File: src/rtl/feature_3_pkg.sv
// Shared definitions for the layer-3 serializer and the layer-4 input logic.
package feature_3_pkg;

    localparam int unsigned DATA_W    = 8;
    localparam int unsigned TOTAL_NUM = 36;
    localparam int unsigned BEAT_NUM  = 6;

    localparam int unsigned BEATS  = TOTAL_NUM / BEAT_NUM;
    localparam int unsigned BIDX_W = (BEATS > 1) ? $clog2(BEATS) : 1;

    typedef enum logic {
        IDLE = 1'b0,
        SEND = 1'b1
    } state_e;

endpackage

File: src/rtl/sync_fifo_wide.sv
// Wide synchronous FIFO; a push into a full FIFO is accepted when a pop occurs on the same edge.
module sync_fifo_wide #(
    parameter  int unsigned WIDTH = 8,
    parameter  int unsigned DEPTH = 2,
    localparam int unsigned AW    = (DEPTH > 1) ? $clog2(DEPTH) : 1,
    localparam int unsigned CNT_W = AW + 1
) (
    input  logic             clk,
    input  logic             rst_n,
    input  logic             i_push,
    input  logic             i_pop,
    input  logic [WIDTH-1:0] i_data,
    output logic [WIDTH-1:0] o_data,
    output logic             o_full,
    output logic             o_empty,
    output logic [CNT_W-1:0] o_count
);

    logic [WIDTH-1:0] r_mem [DEPTH];
    logic [AW-1:0]    r_wr_ptr;
    logic [AW-1:0]    r_rd_ptr;
    logic [CNT_W-1:0] r_count;
    logic             w_wr;
    logic             w_rd;

    assign o_full  = (r_count == CNT_W'(DEPTH));
    assign o_empty = (r_count == '0);
    assign o_count = r_count;
    assign o_data  = r_mem[r_rd_ptr];

    assign w_rd = i_pop && !o_empty;
    assign w_wr = i_push && (!o_full || w_rd);

    // Pointer and occupancy bookkeeping; pointers wrap naturally at a power-of-two depth.
    always_ff @(posedge clk or negedge rst_n) begin
        if (!rst_n) begin
            r_wr_ptr <= '0;
            r_rd_ptr <= '0;
            r_count  <= '0;
        end else begin
            if (w_wr) r_wr_ptr <= r_wr_ptr + AW'(1);
            if (w_rd) r_rd_ptr <= r_rd_ptr + AW'(1);
            case ({w_wr, w_rd})
                2'b10:   r_count <= r_count + CNT_W'(1);
                2'b01:   r_count <= r_count - CNT_W'(1);
                default: r_count <= r_count;
            endcase
        end
    end

    // Word storage; contents are only observed through a non-empty head, so no reset.
    always_ff @(posedge clk) begin
        if (w_wr) r_mem[r_wr_ptr] <= i_data;
    end

endmodule

File: src/rtl/feature_serialize_3.sv
// Layer-3 rescale output serializer: buffers 36-element words and replays them as 6-element beats.
// Optional macro FEATURE_SERIALIZE_3_RELU_EN clamps negative output elements to zero at the output mux.
module feature_serialize_3
    import feature_3_pkg::*;
#(
    parameter int unsigned FIFO_DEPTH = 2
) (
    input  logic                          clk,
    input  logic                          rst_n,
    input  logic [DATA_W*TOTAL_NUM-1:0]   data_i,
    input  logic                          valid_i,
    output logic [DATA_W*BEAT_NUM-1:0]    data_o,
    output logic                          valid_o,
    input  logic                          ready_i,
    output logic [BIDX_W-1:0]             beat_idx_o,
    output logic                          last_o,
    output logic                          overflow_o
);

    localparam int unsigned IN_W  = DATA_W * TOTAL_NUM;
    localparam int unsigned OUT_W = DATA_W * BEAT_NUM;
    localparam int unsigned CNT_W = ((FIFO_DEPTH > 1) ? $clog2(FIFO_DEPTH) : 1) + 1;

    state_e              r_state;
    state_e              w_state_nxt;
    logic [BIDX_W-1:0]   r_beat;
    logic [BIDX_W-1:0]   w_beat_nxt;
    logic                r_last;
    logic                w_last_nxt;
    logic                r_ovf;

    logic [IN_W-1:0]     w_head;
    logic                w_full;
    logic                w_empty;
    logic [CNT_W-1:0]    w_count;
    logic                w_hs;
    logic                w_at_last;
    logic                w_pop;
    logic                w_push;
    logic [OUT_W-1:0]    w_data;
    logic [DATA_W-1:0]   w_elem;

    assign w_hs      = (r_state == SEND) && !w_empty && ready_i;
    assign w_at_last = (r_beat == BIDX_W'(BEATS - 1));
    assign w_pop     = w_hs && w_at_last;
    assign w_push    = valid_i && (!w_full || w_pop);

    sync_fifo_wide #(
        .WIDTH (IN_W),
        .DEPTH (FIFO_DEPTH)
    ) u_fifo (
        .clk     (clk),
        .rst_n   (rst_n),
        .i_push  (w_push),
        .i_pop   (w_pop),
        .i_data  (data_i),
        .o_data  (w_head),
        .o_full  (w_full),
        .o_empty (w_empty),
        .o_count (w_count)
    );

    // State, beat counter and last-beat flag registers.
    always_ff @(posedge clk or negedge rst_n) begin
        if (!rst_n) begin
            r_state <= IDLE;
            r_beat  <= '0;
            r_last  <= 1'b0;
        end else begin
            r_state <= w_state_nxt;
            r_beat  <= w_beat_nxt;
            r_last  <= w_last_nxt;
        end
    end

    // Next-state: advance one beat per handshake, pop the head on the final beat.
    always_comb begin
        w_state_nxt = r_state;
        w_beat_nxt  = r_beat;
        case (r_state)
            IDLE: begin
                if (w_push) w_state_nxt = SEND;
            end
            SEND: begin
                if (w_hs) begin
                    if (w_at_last) begin
                        w_beat_nxt = '0;
                        if ((w_count == CNT_W'(1)) && !w_push) w_state_nxt = IDLE;
                    end else begin
                        w_beat_nxt = r_beat + BIDX_W'(1);
                    end
                end
            end
            default: w_state_nxt = IDLE;
        endcase
        w_last_nxt = (w_state_nxt == SEND) && (w_beat_nxt == BIDX_W'(BEATS - 1));
    end

    // Sticky flag for an input word that arrived with no free slot.
    always_ff @(posedge clk or negedge rst_n) begin
        if (!rst_n) begin
            r_ovf <= 1'b0;
        end else if (valid_i && !w_push) begin
            r_ovf <= 1'b1;
        end
    end

    // Select the current beat from the FIFO head; zero while nothing is presented.
    always_comb begin
        w_data = '0;
        w_elem = '0;
        if (r_state == SEND) begin
            for (int j = 0; j < int'(BEAT_NUM); j++) begin
                w_elem = w_head[(int'(r_beat) * int'(BEAT_NUM) + j) * int'(DATA_W) +: DATA_W];
`ifdef FEATURE_SERIALIZE_3_RELU_EN
                if (w_elem[DATA_W-1]) w_elem = '0;
`else
                w_elem = w_elem;
`endif
                w_data[j * int'(DATA_W) +: DATA_W] = w_elem;
            end
        end
    end

    assign data_o     = w_data;
    assign valid_o    = (r_state == SEND);
    assign beat_idx_o = r_beat;
    assign last_o     = r_last;
    assign overflow_o = r_ovf;

endmodule

File: config.mk
export PLATFORM = sky130hd
export DESIGN_NAME = feature_serialize_3
export DESIGN_NICKNAME = d
export VERILOG_FILES = /design/src/rtl/feature_3_pkg.sv /design/src/rtl/sync_fifo_wide.sv /design/src/rtl/feature_serialize_3.sv
export SDC_FILE = /design/constraint.sdc
export NUM_CORES = 1
export LEC_CHECK = 0
export ABC_AREA = 1
export ABC_CLOCK_PERIOD_IN_PS = 14290
export CORE_ASPECT_RATIO = 1.1
export CORE_MARGIN = 5
export CORE_UTILIZATION = 51
export DETAILED_ROUTE_END_ITERATION = 8
export PLACE_DENSITY_LB_ADDON = 0.05
export SETUP_SLACK_MARGIN = 0.1
export SLEW_MARGIN = 20
export SYNTH_ARGS = -nofsm -noshare
export SYNTH_HDL_FRONTEND = slang
export SYNTH_SLANG_ARGS = --single-unit
File: constraint.sdc
create_clock -name clk -period 14.29 [get_ports clk]
set_input_delay 2.1435 -clock clk [delete_from_list [all_inputs] [get_ports clk]]
set_output_delay 2.1435 -clock clk [all_outputs]
set_load 0.01 [all_outputs]
### After elaboration in Yosys (flattened, before gate mapping)

Memory sizes are Yosys's and may differ from the RTL's.
Cells that the tools add are included.

| word-level totals | value |
|---|---|
| register bits after elaboration | 10 |
| RAM bits | 576 |
| output and inout bits | 54 |
| word-level logic and storage cells | 60 |
| memories kept | 1 |

Memory list:

| memory | words | width | rd ports | clocked after memory_dff | write ports | RTL line | RTL |
|---|---|---|---|---|---|---|---|
| u_fifo.r_mem | 2 | 288 | 1 | 0 | 1 | sync_fifo_wide.sv:19 | `logic [WIDTH-1:0] r_mem [DEPTH];` |

| cells by class | value |
|---|---|
| add/subtract/negate cells | 10 |
| $mul | 1 |
| eq/ne operators | 6 |
| shifts and indexed selects | 6 |
| mux-type cells | 12 |
| bitwise logic cells | 1 |
| reduce and logical (&&, ||, !) cells | 16 |

Operators by type and width:

| operator | count |
|---|---|
| 288-bit by 32-bit indexed part select with 8-bit output | 5 |
| 288-bit by 11-bit indexed part select with 8-bit output | 1 |
| 29-bit by 3-bit adder with 29-bit output (second input constant) | 2 |
| 48-bit two-way mux | 1 |
| 29-bit by 2-bit adder with 29-bit output (second input constant) | 1 |
| 29-bit by 4-bit adder with 29-bit output (second input constant) | 1 |
| 1-bit logical AND | 9 |
| 3-bit two-way mux | 3 |
| 6-bit by 3-bit adder with 7-bit output (second input constant) | 1 |
| 3-bit equality test (second input constant) | 2 |
| 1-bit two-way mux | 6 |
| 3-bit by 2-bit multiplier with 5-bit output (second input constant) | 1 |
| 2-bit by 1-bit equality test with 1-bit output (second input constant) | 2 |
| 2-bit equality test (second input constant) | 2 |
| 2-bit one-hot mux with 2 select lines | 1 |
| 3-bit by 1-bit adder with 3-bit output (second input constant) | 1 |
| 1-bit logical NOT | 3 |
| 1-bit adder (second input constant) | 2 |
| 2-bit by 1-bit adder with 2-bit output (second input constant) | 1 |
| 2-bit logical NOT | 1 |
| 1-bit logical OR | 2 |
| 1-bit one-hot mux with 2 select lines | 1 |
| 2-bit nonzero test | 1 |
| 2-bit by 1-bit subtractor with 2-bit output (second input constant) | 1 |
| 1-bit NOT | 1 |

### Depth between registers and ports, before layout

| depth | value |
|---|---|
| depth after elaboration | 14 |
| mapped depth | 17 |
| gate-level depth less buffers | 13 |

### By module

A second synthesis with hierarchy kept.

| second synthesis, totals | value |
|---|---|
| cells, all modules | 3444 |
| area total of the unflattened synthesis | 29447.0 sq um |

Modules (own cells, without submodules):

| module | times used | cells each | area an instance (sq um) |
|---|---|---|---|
| sync_fifo_wide | 1 | 1535 | 21240.4 |
| feature_serialize_3 | 1 | 1909 | 8206.6 |

### Least setup slack after synthesis

No wires, ideal clock.

| timing | value |
|---|---|
| kind | input to register |
| from | input ready_i |
| to | memory u_fifo.r_mem[1][0] (netlist name), enable pin |
| setup time | 0.944 ns |
| arrival | 14.853 ns |
| slack | -1.507 ns |
| stages | 8 |
| path through | inv_1 -> nor3_4 -> inv_1 -> nor2_2 -> inv_1 -> nand2_1 -> nand2_1 -> nor2_1 |

| on the way | value |
|---|---|
| cells in the longest elaborated chain, start to end | 7 |
| elaborated cells between the ends (all ways) | 9 |
| those cells by class | mux: 2; reduce/logical: 7 |

Ends and longest elaborated chain:

| what | RTL line | RTL |
|---|---|---|
| start, declared | feature_serialize_3.sv:14 | `input logic ready_i,` |
| 1-bit logical AND | feature_serialize_3.sv:43 | `assign w_hs = (r_state == SEND) && !w_empty && ready_i;` |
| 1-bit logical AND | feature_serialize_3.sv:45 | `assign w_pop = w_hs && w_at_last;` |
| 1-bit logical AND | sync_fifo_wide.sv:31 | `assign w_rd = i_pop && !o_empty;` |
| via u_fifo.w_rd | sync_fifo_wide.sv:24 | `logic w_rd;` |
| 1-bit logical OR | sync_fifo_wide.sv:32 | `assign w_wr = i_push && (!o_full \|\| w_rd);` |
| 1-bit logical AND | sync_fifo_wide.sv:32 |  |
| 1-bit two-way mux | sync_fifo_wide.sv:53 | `if (w_wr) r_mem[r_wr_ptr] <= i_data;` |
| 1-bit two-way mux (not written as such) | sync_fifo_wide.sv:53 |  |
| end, declared | sync_fifo_wide.sv:19 |  |

The timed path passes the listed nets, and every way through them passes these cells.

### Worst setup path after layout

| timing | value |
|---|---|
| from | register r_beat[0] (netlist: beat_idx_o[0]) |
| to | output data_o[28] |

| on the way | value |
|---|---|
| cells in the longest elaborated chain, start to end | 4 |

Ends and longest elaborated chain:

| what | RTL line | RTL |
|---|---|---|
| start, declared | feature_serialize_3.sv:26 | `logic [BIDX_W-1:0] r_beat;` |
| start signal, assigned | feature_serialize_3.sv:71 | `r_beat <= w_beat_nxt;` |
| 3-bit by 2-bit multiplier with 5-bit output | feature_serialize_3.sv:114 | `w_elem = w_head[(int'(r_beat) * int'(BEAT_NUM) + j) * int'(DATA_W) +: DATA_W];` |
| 29-bit by 3-bit adder with 29-bit output | feature_serialize_3.sv:114 |  |
| 288-bit by 32-bit indexed part select with 8-bit output | feature_serialize_3.sv:114 |  |
| 48-bit two-way mux | feature_serialize_3.sv:112 | `if (r_state == SEND) begin` |
| end, declared | feature_serialize_3.sv:12 | `output logic [DATA_W*BEAT_NUM-1:0] data_o,` |

No other way between the ends.

==> flow_metrics.py <==
metrics = {
    "die": {
        "fp.dieH_um": 257,
        "io_pins": 346,
        "die_w_um": 234,
        "core.rowCount": 90,
        "initial_core_util": 0.515,
        "die_area_um2": 60200,
        "coreArea_um2": 54800,
    },
    "route": {
        "drc": 0,
        "via_count": 22800,
        "ant_nets": 0,
        "routedWlPerCell_um": 22.5,
        "wl_um": 92200,
        "drt_iter0_drc": 2991,
        "vias_per_cell": 5.57,
        "dr.pass1.iters": 6,
    },
    "logic_synthesis": {
        "ys_ff_latch": 586,
        "ys_seq_area_frac": 0.621,
        "ys_types": 41,
        "synth_fp_nets": 3332,
        "syn-instance-count": 3029,
        "avgSynthCellArea_um2": 9.32,
        "syn-cell-area_um2": 28200,
        "synth_warnings": 0,
    },
    "cells_and_area": {
        "fin_util": 0.622,
        "layout-drive-gt1-share": 0.0668,
        "n_fill_cell": 4537,
        "diodes": 0,
        "layout_common_cells": "nand2_1, edfxtp_1, clkdlybuf4s50_1",
        "final_common_cell": "nand2_1",
        "syn_to_final_growth_pct": 20.8,
        "fin_nets": 3605,
    },
    "timing": {
        "final_hold_viol_count": 0,
        "worst_pin_slew_ns": 1.14,
        "slew_violations": 0,
        "period_share": 0.565,
        "rsz0062_at_grt": "no",
        "slew_headroom": 0.242,
        "clock_skew_ns": 0.0272,
        "fin_setup_tns_ns": 0,
        "fmax_mhz": 124,
        "layout_min_cycle_time_ns": 8.08,
        "setup_violations": 0,
    },
    "outcome": {
        "status": "completed",
    },
    "global_route": {
        "grt.overflow.total": 0,
        "grtUsageTotal": 0.300,
        "grt_max_degree": 182,
        "grt_pass1_wl_um": 136000,
        "antenna_found_initial": 2,
        "grt_pass1_vias": 21500,
    },
    "critical_path": {
        "worstPathRequired_ns": 12.15,
        "crit_arrival_ns": 5.94,
        "crit_fanout": 91,
        "path_class": "reg -> out",
        "cp-end-kind": "primary output",
        "start_kind": "flip-flop",
    },
    "place": {
        "routabilityCongestion": 0.973,
        "portBuffers": 345,
        "hpwl_um": 63500,
    },
    "hold_path": {
        "hold_class": "reg -> reg",
    },
    "clock_tree": {
        "cts_setup_buffers": 0,
        "cts_buffers": 59,
        "cts-resized-gates": 0,
        "ctsHoldBuffers": 0,
        "clkTransAtPathRegs_ns": 0.06,
        "cts.sinks": 586,
        "cts_tree": "done",
        "cts-root-buf": "clkbuf_16",
        "worstSkewPairLatency_ns": 0.66,
        "clockBufferDepth": 3,
        "htree_levels": 2,
    },
    "job": {
        "cap_violations": 0,
    },
}
==> synth_stat cells, drive strengths merged <==
library cell / count / area (µm²)
nand2: 1159 / 4360
edfxtp: 576 / 17300
nor2: 257 / 972
o21ai: 208 / 1040
inv: 195 / 732
nand3: 171 / 856
buf: 100 / 508
a21oi: 79 / 410
or2: 74 / 463
clkbuf: 59 / 221
o211ai: 43 / 323
nand4: 22 / 138
o22ai: 17 / 106
and2: 11 / 68.8
dfrtp: 10 / 250
ha: 10 / 125
mux2i: 8 / 80.1
a21boi: 5 / 37.5
a211oi: 4 / 30.0
nor3: 4 / 47.5
xnor2: 4 / 53.8
xor2: 4 / 42.6
a31oi: 3 / 18.8
o21a: 2 / 15.0
a31o: 1 / 8.76
clkinv: 1 / 3.75
fa: 1 / 20.0
nand3b: 1 / 7.51
==> sequential cells by signal, indices dropped and copies added (netlist names) <==
register,cells
beat_idx_o,3
u_fifo.r_rd_ptr,1
u_fifo.o_count,2
u_fifo.r_wr_ptr,1
u_fifo.r_mem,576
valid_o,1
last_o,1
overflow_o,1
==> worst max-delay path, stage by stage, from the launching register on <==
cell	delay, ns
dfrtp_2	0.34
buf_4	0.79
ha_1	0.51
nand2_1	0.54
clkinv_2	0.54
buf_4	0.53
nand2_1	0.19
o21ai_0	0.10
nor2_1	0.13
nor2_1	0.05
nor2_1	0.35
nand2_1	0.11
a21oi_1	0.31
clkdlybuf4s50_1	0.62
==> layer usage <==
metal | vias up | wire, µm | GRT usage
li1 | 10600 | - | -
met1 | 10700 | 40400 | 0.470
met2 | 1250 | 39600 | 0.434
met3 | 156 | 10100 | 0.0645
met4 | 2 | 2060 | 0.0650
met5 | - | 13 | 0
==> metrics by stage <==
stage	std cells	area (µm²)	hold slack, ns	setup slack, ns
2_1_floorplan	3029	28200	0.473	3.38
3_3_place_gp	3977	32200	0.487	6.94
3_5_place_dp	3977	32200	0.514	6.73
4_1_cts	4089	34100	0.527	6.04
5_1_grt	4089	34100	0.555	6.00
6_report	4089	34100	0.527	6.21
==> worst paths after layout <==
path                                    from             endpoint  slack, ns  depth (start not counted)
min                        u_fifo.o_count[0]    u_fifo.o_count[0]       0.53                          1
max reg2reg                    beat_idx_o[0]  u_fifo.r_mem[1][98]       8.90                         10
min in group asynchronous              rst_n               last_o       1.84                          1
max in group asynchronous              rst_n      u_fifo.r_rd_ptr      12.06                          1
max                            beat_idx_o[0]           data_o[28]       6.21                         13
min reg2reg                u_fifo.o_count[0]    u_fifo.o_count[0]       0.53                          1
==> kinds of logic (layout without fill, tap and decap cells) <==
family	Yosys count	count (layout)	share of synthesized area
AOI/OAI and AO/OA	362	362	0.0705
xor gates and xnor gates	8	8	0.00341
adders and majority gates	11	11	0.00514
buffers and inverters	355	679	0.0519
DFF	586	586	0.621
muxes	8	8	0.00284
and+or+nand+nor	1699	1699	0.245
==> layout make-up <==
class	instances	area, µm²	area share
clock inverters	34	373	0.0109
repair buffers	371	3660	0.107
flip-flops and latches	586	17600	0.515
clock buffers	78	1580	0.0463
inverters	196	742	0.0218
well taps	736	921	0.0270
multi-input cells	2088	9280	0.272
Power is left out: the tool's default activity adds up to more than one toggle a clock period on the data nets, which glitch-free logic cannot reach.
